**config.mk**
```make
export PLATFORM = sky130hd
export DESIGN_NAME = draw_scheduler
export DESIGN_NICKNAME = d
export VERILOG_FILES = /design/src/rtl/draw_scheduler_pkg.sv /design/src/rtl/draw_scheduler_rect_scanner.sv /design/src/rtl/draw_scheduler.sv
export SDC_FILE = /design/constraint.sdc
export NUM_CORES = 1
export LEC_CHECK = 0
export CORE_MARGIN = 1.5
export CORE_UTILIZATION = 37
export CTS_CLUSTER_SIZE = 8
export DETAILED_ROUTE_END_ITERATION = 10
export MAX_ROUTING_LAYER = met4
export PLACE_DENSITY = 0.67
export SYNTH_ARGS = -nofsm -noshare
export SYNTH_HDL_FRONTEND = slang
export SYNTH_SLANG_ARGS = --single-unit
```
**constraint.sdc**
```tcl
create_clock -name clock -period 4.25 [get_ports clock]
set_clock_uncertainty 0.1 [all_clocks]
set_input_delay 0.425 -clock clock [delete_from_list [all_inputs] [get_ports clock]]
set_output_delay 0.425 -clock clock [all_outputs]
set_load 0.03 [all_outputs]
```
**src/rtl/draw_scheduler_pkg.sv**
```systemverilog
// Shared screen geometry, coordinate widths and FSM encoding for the draw scheduler.
package draw_scheduler_pkg;

    localparam int X_W  = 9;
    localparam int Y_W  = 8;
    localparam int XS_W = X_W + 1;
    localparam int YS_W = Y_W + 1;

    localparam logic [XS_W-1:0] SCREEN_W = 10'd320;
    localparam logic [YS_W-1:0] SCREEN_H = 9'd240;

    typedef enum logic [1:0] {
        S_IDLE  = 2'd0,
        S_LATCH = 2'd1,
        S_SCAN  = 2'd2,
        S_DONE  = 2'd3
    } state_e;

    // Sums are one bit wider than the coordinate so off-screen pixels never alias on-screen.
    function automatic logic on_screen(input logic [XS_W-1:0] sx, input logic [YS_W-1:0] sy);
        return (sx < SCREEN_W) && (sy < SCREEN_H);
    endfunction

endpackage

```
**src/rtl/draw_scheduler_rect_scanner.sv**
```systemverilog
// Row-major box walker: i runs fastest across the width, j steps once per row.
module rect_scanner #(
    parameter int SIZE_W = 6
) (
    input  logic              clk_i,
    input  logic              rst_i,
    input  logic              clear_i,
    input  logic              step_i,
    input  logic [SIZE_W-1:0] w_i,
    input  logic [SIZE_W-1:0] h_i,
    output logic [SIZE_W-1:0] i_nxt_o,
    output logic [SIZE_W-1:0] j_nxt_o,
    output logic              last_o
);

    logic [SIZE_W-1:0] i_q, j_q;
    logic [SIZE_W-1:0] w_m1, h_m1;
    logic              row_end;

    assign w_m1    = w_i - SIZE_W'(1);
    assign h_m1    = h_i - SIZE_W'(1);
    assign row_end = (i_q == w_m1);
    assign last_o  = row_end && (j_q == h_m1);
    assign i_nxt_o = row_end ? '0 : i_q + SIZE_W'(1);
    assign j_nxt_o = row_end ? j_q + SIZE_W'(1) : j_q;

    always_ff @(posedge clk_i) begin
        if (rst_i || clear_i) begin
            i_q <= '0;
            j_q <= '0;
        end else if (step_i) begin
            i_q <= i_nxt_o;
            j_q <= j_nxt_o;
        end
    end

endmodule

```
**src/rtl/draw_scheduler.sv**
```systemverilog
// Round-robin owner of the VGA plot port: latches one requester's box and scans it
// one clipped pixel per clock, then pulses that requester's done bit.
module draw_scheduler
    import draw_scheduler_pkg::*;
#(
    parameter int NUM_REQ = 4,
    parameter int SIZE_W  = 6,
    parameter int C_W     = 3
) (
    input  logic                      clock,
    input  logic                      reset,
    input  logic [NUM_REQ-1:0]        req,
    input  logic [NUM_REQ*X_W-1:0]    req_x,
    input  logic [NUM_REQ*Y_W-1:0]    req_y,
    input  logic [NUM_REQ*SIZE_W-1:0] req_w,
    input  logic [NUM_REQ*SIZE_W-1:0] req_h,
    input  logic [NUM_REQ*C_W-1:0]    req_colour,
    output logic [NUM_REQ-1:0]        done,
    output logic                      busy,
    output logic [X_W-1:0]            vga_x,
    output logic [Y_W-1:0]            vga_y,
    output logic [C_W-1:0]            vga_colour,
    output logic                      vga_plot
);

    localparam int G_W = (NUM_REQ > 1) ? $clog2(NUM_REQ) : 1;
    localparam logic [G_W-1:0] LAST_RST = G_W'(NUM_REQ - 1);

    state_e            state_q, state_d;
    logic [G_W-1:0]    grant_q, grant_d, last_q, last_d;
    logic [G_W-1:0]    rr_pick, cand;
    logic              rr_found;

    logic [X_W-1:0]    x_q, x_d, win_x;
    logic [Y_W-1:0]    y_q, y_d, win_y;
    logic [SIZE_W-1:0] w_q, w_d, win_w;
    logic [SIZE_W-1:0] h_q, h_d, win_h;
    logic [C_W-1:0]    c_q, c_d, win_c;

    logic [NUM_REQ-1:0] done_q, done_d;
    logic               busy_q, busy_d;
    logic               plot_q, plot_d;
    logic [X_W-1:0]     vx_q, vx_d;
    logic [Y_W-1:0]     vy_q, vy_d;
    logic [C_W-1:0]     vc_q, vc_d;

    logic               sc_clear, sc_step, sc_last;
    logic [SIZE_W-1:0]  i_nxt, j_nxt;
    logic [XS_W-1:0]    sx;
    logic [YS_W-1:0]    sy;

    rect_scanner #(.SIZE_W(SIZE_W)) u_scan (
        .clk_i   (clock),
        .rst_i   (reset),
        .clear_i (sc_clear),
        .step_i  (sc_step),
        .w_i     (w_q),
        .h_i     (h_q),
        .i_nxt_o (i_nxt),
        .j_nxt_o (j_nxt),
        .last_o  (sc_last)
    );

    assign win_x = req_x[int'(grant_q)*X_W +: X_W];
    assign win_y = req_y[int'(grant_q)*Y_W +: Y_W];
    assign win_w = req_w[int'(grant_q)*SIZE_W +: SIZE_W];
    assign win_h = req_h[int'(grant_q)*SIZE_W +: SIZE_W];
    assign win_c = req_colour[int'(grant_q)*C_W +: C_W];

    // Search starts one past the last served requester so every waiter is reached in turn.
    always_comb begin
        rr_pick  = last_q;
        rr_found = 1'b0;
        cand     = '0;
        for (int k = 1; k <= NUM_REQ; k++) begin
            cand = G_W'((int'(last_q) + k) % NUM_REQ);
            if (!rr_found && req[cand]) begin
                rr_found = 1'b1;
                rr_pick  = cand;
            end
        end
    end

    always_comb begin
        state_d  = state_q;
        grant_d  = grant_q;
        last_d   = last_q;
        x_d      = x_q;
        y_d      = y_q;
        w_d      = w_q;
        h_d      = h_q;
        c_d      = c_q;
        done_d   = '0;
        plot_d   = 1'b0;
        vx_d     = vx_q;
        vy_d     = vy_q;
        vc_d     = vc_q;
        sc_clear = 1'b0;
        sc_step  = 1'b0;
        sx       = '0;
        sy       = '0;
        case (state_q)
            S_IDLE: begin
                if (|req) begin
                    state_d = S_LATCH;
                    grant_d = rr_pick;
                end
            end
            S_LATCH: begin
                x_d      = win_x;
                y_d      = win_y;
                w_d      = win_w;
                h_d      = win_h;
                c_d      = win_c;
                sc_clear = 1'b1;
                if (win_w == '0 || win_h == '0) begin
                    state_d         = S_DONE;
                    done_d[grant_q] = 1'b1;
                end else begin
                    state_d = S_SCAN;
                    sx      = XS_W'(win_x);
                    sy      = YS_W'(win_y);
                    vx_d    = win_x;
                    vy_d    = win_y;
                    vc_d    = win_c;
                    plot_d  = on_screen(sx, sy);
                end
            end
            S_SCAN: begin
                // Outputs are registered, so each cycle loads the pixel for the next one.
                if (sc_last) begin
                    state_d         = S_DONE;
                    done_d[grant_q] = 1'b1;
                end else begin
                    sc_step = 1'b1;
                    sx      = XS_W'(x_q) + XS_W'(i_nxt);
                    sy      = YS_W'(y_q) + YS_W'(j_nxt);
                    vx_d    = sx[X_W-1:0];
                    vy_d    = sy[Y_W-1:0];
                    plot_d  = on_screen(sx, sy);
                end
            end
            S_DONE: begin
                last_d  = grant_q;
                state_d = S_IDLE;
            end
            default: state_d = S_IDLE;
        endcase
        busy_d = (state_d != S_IDLE);
    end

    always_ff @(posedge clock) begin
        if (reset) begin
            state_q <= S_IDLE;
            grant_q <= LAST_RST;
            last_q  <= LAST_RST;
            done_q  <= '0;
            busy_q  <= 1'b0;
            plot_q  <= 1'b0;
            vx_q    <= '0;
            vy_q    <= '0;
            vc_q    <= '0;
        end else begin
            state_q <= state_d;
            grant_q <= grant_d;
            last_q  <= last_d;
            done_q  <= done_d;
            busy_q  <= busy_d;
            plot_q  <= plot_d;
            vx_q    <= vx_d;
            vy_q    <= vy_d;
            vc_q    <= vc_d;
        end
    end

    always_ff @(posedge clock) begin
        x_q <= x_d;
        y_q <= y_d;
        w_q <= w_d;
        h_q <= h_d;
        c_q <= c_d;
    end

    assign done       = done_q;
    assign busy       = busy_q;
    assign vga_plot   = plot_q;
    assign vga_x      = vx_q;
    assign vga_y      = vy_q;
    assign vga_colour = vc_q;

endmodule

```
## Word level (Yosys, flattened, before mapping)

Cells that the tools add are included.

- Register bits after elaboration: 73
- Bits of input ports: 134
- Output and inout port bits: 26
- Logic and storage cells: 110

- $add $sub $neg: 10
- Multipliers: 3
- Magnitude comparators: 10
- Equality and inequality tests: 7
- Shift-type cells: 5
- Mux-type cells: 38
- Bitwise operators: 1
- Reductions and logical operators: 21

Operator list:

| kind | count |
|---|---|
| $shiftx 36x7->9 | 1 |
| $shiftx 24x32->6 | 1 |
| $shiftx 32x6->8 | 1 |
| $shiftx 24x6->6 | 1 |
| $mux 9 | 2 |
| $pmux 9 s2 | 1 |
| $mux 8 | 2 |
| $pmux 8 s2 | 1 |
| $lt 2x3->1 const B | 5 |
| $mux 1 | 14 |
| $add 6x1->6 const B | 2 |
| $eq 6x6->1 | 2 |
| $logic_not 6->1 | 2 |
| $mux 2 | 6 |
| $mux 6 | 2 |
| $shiftx 12x5->3 | 1 |
| $sub 6x1->6 const B | 2 |
| $add 9x6->10 | 1 |
| $lt 10x9->1 const B | 1 |
| $add 8x6->9 | 1 |
| $lt 9x8->1 const B | 1 |
| $lt 9x9->1 const B | 1 |
| $bmux 1 s2 | 4 |
| $lt 8x8->1 const B | 1 |
| 22 further kinds | 39 |

## Longest topological paths before layout

Gate-level depths: netlist (run 1).

- Depth after elaboration: 13
- Depth in mapped cells: 16
- Gate-level depth less buffers: 15

## Hierarchy

A second synthesis (run 1) with hierarchy kept.

- Cells, all modules: 494
- Area, all modules: 5006.1 µm²

Modules (own cells, without submodules):

| module | times used | cells an instance | area each (µm²) | seq. area each (µm²) |
|---|---|---|---|---|
| draw_scheduler | 1 | 343 | 3842.4 | 1511.4 |
| rect_scanner | 1 | 151 | 1163.6 | 240.2 |

## Least setup slack after synthesis (run 1)

Ideal clock, no wire load.

- Path kind: reg-to-reg
- Start: reg w_q[0]
- End: reg vx_q[6], in the netlist vga_x[6]
- Library setup time: 0.123 ns
- Data arrival time: 3.478 ns
- Data required time: 4.027 ns
- Path slack: 0.548 ns
- Cell stages (with the launch flop): 15
- Buffers on the path: 1
- Clock period less this slack: 3.702 ns
- Cells stage by stage: edfxtp_1 or4_4 o21ai_4 nand4b_4 nor2_1 clkbuf_1 nor2_1 ha_1 fa_1 a21o_1 a2111o_1 xnor2_1 nand2_1 a21oi_1 mux2_1

- Word-level cells in the longest chain between the ends: 6
- Elaborated cells between the ends (all ways): 9
- Classes of those cells: add/sub (2); eq/ne (2); mux (3); reduce/logical (2)

Ends and longest elaborated chain:

| item | RTL line | source |
|---|---|---|
| from (decl) | draw_scheduler.sv:36 | `logic [SIZE_W-1:0] w_q, w_d, win_w;` |
| from (signal assigned) | draw_scheduler.sv:179 | `w_q <= w_d;` |
| $sub 6x1->6 | draw_scheduler_rect_scanner.sv:20 | `assign w_m1 = w_i - SIZE_W'(1);` |
| $eq 6x6->1 | draw_scheduler_rect_scanner.sv:22 | `assign row_end = (i_q == w_m1);` |
| $mux 6 | draw_scheduler_rect_scanner.sv:24 | `assign i_nxt_o = row_end ? '0 : i_q + SIZE_W'(1);` |
| named net i_nxt[0] | draw_scheduler.sv:48 | `logic [SIZE_W-1:0] i_nxt, j_nxt;` |
| $add 9x6->10 | draw_scheduler.sv:136 | `sx = XS_W'(x_q) + XS_W'(i_nxt);` |
| $mux 9 | draw_scheduler.sv:131 | `if (sc_last) begin` |
| $pmux 9 s2 | draw_scheduler.sv:102 | `case (state_q)` |
| to (signal assigned) | draw_scheduler.sv:170 | `vx_q <= vx_d;` |
| to (decl) | draw_scheduler.sv:43 | `logic [X_W-1:0] vx_q, vx_d;` |

The timed path passes the listed nets, and every way through them passes these cells. The select of a mux whose other input is x is not followed.
A chain may end at the register's enable or synchronous reset.

## Worst setup path in the final report (run 1)

- Start: reg w_q[0]
- End: reg vy_q[3], in the netlist vga_y[3]

- Word-level cells in the longest chain between the ends: 6
- Elaborated cells between the ends (all ways): 9
- Classes of those cells: add/sub (2); eq/ne (2); mux (3); reduce/logical (2)

Ends and longest elaborated chain:

| item | RTL line | source |
|---|---|---|
| $sub 6x1->6 | draw_scheduler_rect_scanner.sv:20 |  |
| $eq 6x6->1 | draw_scheduler_rect_scanner.sv:22 |  |
| $mux 6 | draw_scheduler_rect_scanner.sv:25 | `assign j_nxt_o = row_end ? j_q + SIZE_W'(1) : j_q;` |
| named net j_nxt[3] | draw_scheduler.sv:48 |  |
| $add 8x6->9 | draw_scheduler.sv:137 | `sy = YS_W'(y_q) + YS_W'(j_nxt);` |
| $mux 8 | draw_scheduler.sv:131 |  |
| $pmux 8 s2 | draw_scheduler.sv:102 |  |
| to (signal assigned) | draw_scheduler.sv:171 | `vy_q <= vy_d;` |
| to (decl) | draw_scheduler.sv:44 | `logic [Y_W-1:0] vy_q, vy_d;` |

The timed path passes the listed nets, and every way through them passes these cells. The select of a mux whose other input is x is not followed.

==> results.sh, run 1 <==
export IMPL_status="completed"
export IMPL_startpoint_type="flop"
export IMPL_cp_max_fo=7
export IMPL_cp_required_ns=4.33
export IMPL_grt_max_degree=36
export IMPL_vias=4313
export IMPL_ys_seq_area_share_pct=35.4
export IMPL_dp_cells=792
export IMPL_peakVddDrop_uv=256
export IMPL_grt_pass1_vias=4528
export IMPL_wl_um=13700
export IMPL_place_ws_ns=0.185
export IMPL_wl_per_cell_um=17.0
export IMPL_ant_nets=0
export IMPL_coreArea_um2=13100
export IMPL_cts_max_level=3
export IMPL_synth_flop_cell="dfxtp_1"
export IMPL_critPathSlowestCell="a2111oi_0"
export IMPL_ios=160
export IMPL_p_total_w=0.00340
export IMPL_yosysWarnings=0
export IMPL_cts_root_buf="clkbuf_16"
export IMPL_finalSetupViolCount=0
export IMPL_syn_nets=631
export IMPL_grt_pass1_wl_um=22500
export IMPL_grtUsageMet2_pct=35.9
export IMPL_syn2layout_area_growth_pct=42.4
export IMPL_drv_cap=0
export IMPL_fmaxAchievable_mhz=248
export IMPL_dpl_hpwl_um=10600
export IMPL_antenna_found_initial=0
export IMPL_hold_viol=0
export IMPL_rows=42
export IMPL_crit_family="compound AO/OA/AOI/OAI gates"
export IMPL_slew_headroom_pct=50.0
export IMPL_cp_buffers_inverters=1
export IMPL_async_reset_ff_share_pct=0
export IMPL_netlist_area_um2=4950
export IMPL_end_kind="flop"
export IMPL_cts_sinks=73
export IMPL_cts_clk_slew_worst_paths_ns=0.06
export IMPL_grt_busiest_layer="met2"
export IMPL_met1_usage_pct=24.8
export IMPL_whs_ns=0.360
export IMPL_slew_violations=0
export IMPL_leakagePower_nw=2.69
export IMPL_synthCells=474
export IMPL_grt_setup_unrepaired="true"
export IMPL_worstPathArrival_ns=4.12
export IMPL_fp_dieW_um=119
export IMPL_ys_types=70
export IMPL_numCtsBuffers=9
export IMPL_met3_usage_pct=3.52
export IMPL_drive_gt1_share_pct=11.4
export IMPL_clk_path_buf_depth=2
export IMPL_placedInstanceArea_um2=6700
export IMPL_period_share_pct=95.0
export IMPL_fin_area_um2=7040
export IMPL_period_minus_slack_ns=4.04
export IMPL_final_cell_count_no_fill=808
export IMPL_firstDrtPassIters=4
export IMPL_die_h_um=119
export IMPL_critPathMaxStageDelay_ns=0.55
export IMPL_synth_seq_cells=73
export IMPL_dieArea_um2=14100
export IMPL_num_antenna_cells=0
export IMPL_worst_slack_ns=0.212
export IMPL_hold_path_class="flop to flop"
export IMPL_synth_area_per_cell_um2=10.4
export IMPL_cts_tree="yes"
export IMPL_drc_errors=0
export IMPL_post_cts_buffers=0
export IMPL_cp_cell_sequence="inv_1 > ha_1 > nand2_1 > o31ai_1 > o31ai_4 > or2_1 > or3_1 > xnor2_1 > ha_1 > o21ai_0 > nor2_1 > o31ai_1 > a2111oi_0 > a211oi_1"
export IMPL_synth_edf_count=29
export IMPL_worstMarginPinSlew_ns=0.741
export IMPL_grt_ovfl_total=0
export IMPL_gp_congestion=0.832
export IMPL_cellPowerDensity_nw_per_um2=483
export IMPL_numPortBuffers=159
export IMPL_globalRouteTotalUtil_pct=20.7
export IMPL_crit_type="flop to flop"
export IMPL_insertion_delay_ns=0.33
export IMPL_via_per_inst=5.34
export IMPL_initial_core_util_pct=37.7
export IMPL_nets=784
export IMPL_drtIter0Drc=201
-- report_power, final --
group          internal [W]  switching, W  total [W]
clock network      0.000531      0.000305   0.000836
logic              0.000705      0.000774    0.00148
registers          0.000937      0.000150    0.00109
-- layout by cell type (no fill, tap or decap), types with 3 or more instances in the layout --
cell / count
a211oi_1: 8
a21o_1: 6
a21oi_1: 18
a22oi_1: 3
and2_1: 4
and3_1: 4
buf_4: 7
clkbuf_16: 9
clkdlybuf4s50_1: 159
dfxtp_1: 42
edfxtp_1: 29
ha_1: 21
inv_1: 19
mux2_1: 4
mux2i_1: 19
mux4_2: 32
nand2_1: 56
nand2b_1: 5
nand3_1: 7
nand3b_1: 3
nor2_1: 30
nor2b_1: 5
nor3_1: 10
nor4_1: 5
nor4b_1: 3
o211ai_1: 9
o21a_1: 3
o21ai_0: 13
o31ai_1: 7
o32a_1: 4
or3_1: 7
xnor2_1: 20
xor2_1: 10
-- kinds of logic after synthesis --
logic type | count (synthesis) | synth area share, %
xor gates and xnor gates | 30 | 5.31
muxes | 56 | 19.5
AOI/OAI and AO/OA | 92 | 13.7
adders and majority gates | 23 | 6.12
and+or+nand+nor | 156 | 16.1
buffers and inverters | 44 | 3.89
DFF | 73 | 35.4
-- routing by layer --
metal,part of all wire (%),wire length [um]
met5,0,0
met1,43,5900
met4,1.3,180
met3,4.9,679
met2,51,6980
-- worst paths after layout --
kind | start | end | slack, ns | depth (start not counted)
max | w_q[0] | vga_y[3] | 0.21 | 14
min reg2reg | vga_y[0] | vga_y[0] | 0.36 | 2
max reg2reg | w_q[0] | vga_y[3] | 0.21 | 14
min | vga_y[0] | vga_y[0] | 0.36 | 2
-- through the flow --
step | util [%] | setup TNS, ns
after floorplan | - | 0
after global placement | 51.0 | 0
after global routing | 53.6 | -0.121
final | 53.6 | 0
after detailed placement | 51.0 | 0
after CTS | 53.5 | 0
-- timing repair --
action | CTS | global route
endpoints found under the setup margin | 0 | 10
resized for setup | 0 | 4
hold buffers | 0 | 0
-- flip-flops by register name (all words and copies together), names as in the netlist --
name and flops:
vga_x 9, x_q 9, vga_y 8, y_q 8, h_q 6, u_scan.i_q 6
u_scan.j_q 6, w_q 6, done 4, vga_colour 3, grant_q 2, last_q 2
state_q 2, busy 1, vga_plot 1
-- cell type report --
type | count | area (um^2)
timing repair buffer | 166 | 1640
clock inverter | 6 | 90.1
clock buffer | 10 | 239
sequential | 73 | 1750
multi-input combinational | 357 | 3020
tap | 176 | 220
inverter | 20 | 75.1
fill | 1193 | 6090
-- worst min-delay path, cell delays in order, from the launching register on --
cell,delay (ns)
dfxtp_1,0.31
nand2_1,0.05
mux2i_1,0.05
-- synth_stat cells, drive strengths merged, types with 2 or more instances --
| library cell | n | area [um^2] |
|---|---|---|
| nand3 | 7 | 35.0 |
| fa | 2 | 40.0 |
| dfxtp | 44 | 881 |
| buf | 9 | 60.1 |
| and3 | 4 | 25.0 |
| o211ai | 9 | 67.6 |
| o2111ai | 2 | 23.8 |
| mux4 | 32 | 721 |
| a211oi | 8 | 60.1 |
| o21a | 3 | 22.5 |
| or3 | 7 | 43.8 |
| edfxtp | 29 | 871 |
| clkbuf | 15 | 57.6 |
| inv | 19 | 71.3 |
| nor3 | 11 | 55.1 |
| o32a | 4 | 40.0 |
| xor2 | 10 | 87.6 |
| or2 | 3 | 18.8 |
| nor2 | 31 | 116 |
| xnor2 | 20 | 175 |
| nand3b | 3 | 22.5 |
| o21ai | 14 | 81.3 |
| a21o | 6 | 45.0 |
| mux2i | 19 | 190 |
| or4 | 3 | 30.0 |
| nand4 | 2 | 12.5 |
| a2111oi | 2 | 17.5 |
| and2 | 4 | 25.0 |
| nand4b | 2 | 32.5 |
| a22oi | 3 | 22.5 |
| nand2 | 56 | 210 |
| mux2 | 5 | 56.3 |
| ha | 21 | 263 |
| a21oi | 18 | 90.1 |
| nor2b | 6 | 40.0 |
| nand2b | 5 | 31.3 |
| nor4b | 3 | 26.3 |
| nor4 | 6 | 43.8 |
| a31oi | 2 | 12.5 |
| o31ai | 8 | 65.1 |
Power figures use the tool's default switching activity.
==> run 2, diff against run 1 <==
==> constraint.sdc (replaced) <==
create_clock -name clock -period 4.25 [get_ports clock]
set_clock_uncertainty 0.1 [all_clocks]
set_input_delay 0.425 -clock clock [delete_from_list [all_inputs] [get_ports clock]]
set_output_delay 0.425 -clock clock [all_outputs]
set_load 0.01 [all_outputs]
==> results of run 2 <==
The final DEF is identical to that of run 1. Status: completed.
Among the figures that moved: total power 0.00340 W -> 0.00330 W; worst IR drop on VDD 256 uV -> 255 uV
==> run 3, diff against run 2 <==
--- a/config.mk
+++ b/config.mk
@@ -11,6 +11,8 @@
 export DETAILED_ROUTE_END_ITERATION = 10
 export MAX_ROUTING_LAYER = met4
 export PLACE_DENSITY = 0.67
+export REMOVE_ABC_BUFFERS = 1
 export SYNTH_ARGS = -nofsm -noshare
 export SYNTH_HDL_FRONTEND = slang
 export SYNTH_SLANG_ARGS = --single-unit
+export TNS_END_PERCENT = 100
==> constraint.sdc (replaced) <==
create_clock -name clock -period 4.2 [get_ports clock]
set_clock_uncertainty 0.1 [all_clocks]
set_input_delay 0.42 -clock clock [delete_from_list [all_inputs] [get_ports clock]]
set_output_delay 0.42 -clock clock [all_outputs]
set_load 0.01 [all_outputs]
==> results.sh, run 3 (synthesis results as in run 1) <==
export IMPL_status="completed"
export IMPL_leakagePower_nw=2.70
export IMPL_cts_tree="yes"
export IMPL_clk_path_buf_depth=2
export IMPL_dpl_hpwl_um=10600
export IMPL_cts_sinks=73
export IMPL_insertion_delay_ns=0.33
export IMPL_rows=42
export IMPL_period_minus_slack_ns=3.95
export IMPL_period_share_pct=94.1
export IMPL_nets=788
export IMPL_firstDrtPassIters=4
export IMPL_cp_required_ns=4.33
export IMPL_crit_type="flop to flop"
export IMPL_finalSetupViolCount=0
export IMPL_post_route_util_pct=53.5
export IMPL_dieArea_um2=14100
export IMPL_end_kind="flop"
export IMPL_antenna_found_initial=0
export IMPL_drive_gt1_share_pct=11.5
export IMPL_drtIter0Drc=211
export IMPL_grt_pass1_wl_um=21700
export IMPL_hold_buffers=0
export IMPL_cts_root_buf="clkbuf_16"
export IMPL_numCtsBuffers=9
export IMPL_ant_nets=0
export IMPL_vias=4390
export IMPL_die_h_um=119
export IMPL_syn2layout_area_growth_pct=42.1
export IMPL_post_cts_resized=0
export IMPL_final_cell_mix="159 x clkdlybuf4s50_1, 56 x nand2_1, 42 x dfxtp_1"
export IMPL_hold_path_class="flop to flop"
export IMPL_cts_max_level=3
export IMPL_worstMarginPinSlew_ns=0.748
export IMPL_grt_pass1_vias=4521
export IMPL_post_cts_buffers=0
export IMPL_peakVddDrop_uv=249
export IMPL_globalRouteTotalUtil_pct=19.8
export IMPL_fillerInstances=1184
export IMPL_cp_max_fo=7
export IMPL_fp_dieW_um=119
export IMPL_hold_viol=0
export IMPL_fmaxAchievable_mhz=253
export IMPL_grt_max_degree=36
export IMPL_wl_um=13600
export IMPL_worstPathArrival_ns=4.08
export IMPL_initial_core_util_pct=37.7
export IMPL_slew_headroom_pct=49.6
export IMPL_drc_errors=0
export IMPL_place_ws_ns=0.321
export IMPL_cts_clk_slew_worst_paths_ns=0.06
export IMPL_coreArea_um2=13100
export IMPL_dp_cells=796
export IMPL_wl_per_cell_um=16.8
export IMPL_gp_congestion=0.866
export IMPL_slew_violations=0
export IMPL_grt_ovfl_total=0
export IMPL_via_per_inst=5.41
export IMPL_numPortBuffers=159
export IMPL_fin_tns_setup_ns=0
export IMPL_final_common_cell="clkdlybuf4s50_1"
export IMPL_drv_cap=0
export IMPL_final_cell_count_no_fill=812
export IMPL_worst_slack_ns=0.248
export IMPL_ios=160
export IMPL_startpoint_type="flop"
export IMPL_cellPowerDensity_nw_per_um2=464
export IMPL_num_antenna_cells=0
run 3: per-layer routing:
layer	global-route usage (%)	share of wire (%)	up-vias
met2	34.4	51	126
met4	5.72	1.6	0
met1	23.9	43	2139
li1	-	-	2106
met3	3.04	4.4	19
met5	-	0	-
run 3: worst max-delay path, cell delays in order, from the launching register on:
cell and delay (ns):
edfxtp_1 0.43, inv_1 0.09, ha_1 0.21, nand2_1 0.07, o31ai_1 0.39, o31ai_4 0.20
or2_1 0.35, or3_1 0.40, xnor2_1 0.14, ha_1 0.32, o21ai_0 0.15, nor2_1 0.25
o2111ai_1 0.15, o211ai_1 0.14, nand4_1 0.19, a41o_1 0.27
run 3: per-stage QoR:
step	hold WS, ns	total power (W)	cell area (um^2)
6_report	0.362	0.00326	7030
5_1_grt	0.371	0.00345	7030
4_1_cts	0.363	0.00327	7020
3_5_place_dp	0.355	0.00252	6730
3_3_place_gp	0.347	0.00249	6730
2_1_floorplan	0.369	0.00197	4830
run 3: worst paths after layout:
check	start	end	slack, ns	cells after the start
worst max-delay path	w_q[0]	vga_plot	0.25	15
worst min-delay path	vga_y[0]	vga_y[0]	0.36	2
worst max register to register	w_q[0]	vga_plot	0.25	15
worst min register to register	vga_y[0]	vga_y[0]	0.36	2
run 3: cell type report:
class	count	area [um^2]	area share, %
Multi-Input combinational cell	357	3010	42.9
Sequential cell	73	1750	25.0
Timing Repair Buffer	170	1670	23.8
Clock buffer	11	254	3.61
Tap cell	176	220	3.13
Inverter	20	75.1	1.07
Clock inverter	5	38.8	0.552
run 3: power by group:
part | internal (W) | switching (W)
combinational | 0.000728 | 0.000688
sequential | 0.000948 | 0.000153
clock | 0.000438 | 0.000303
total | 0.00211 | 0.00114
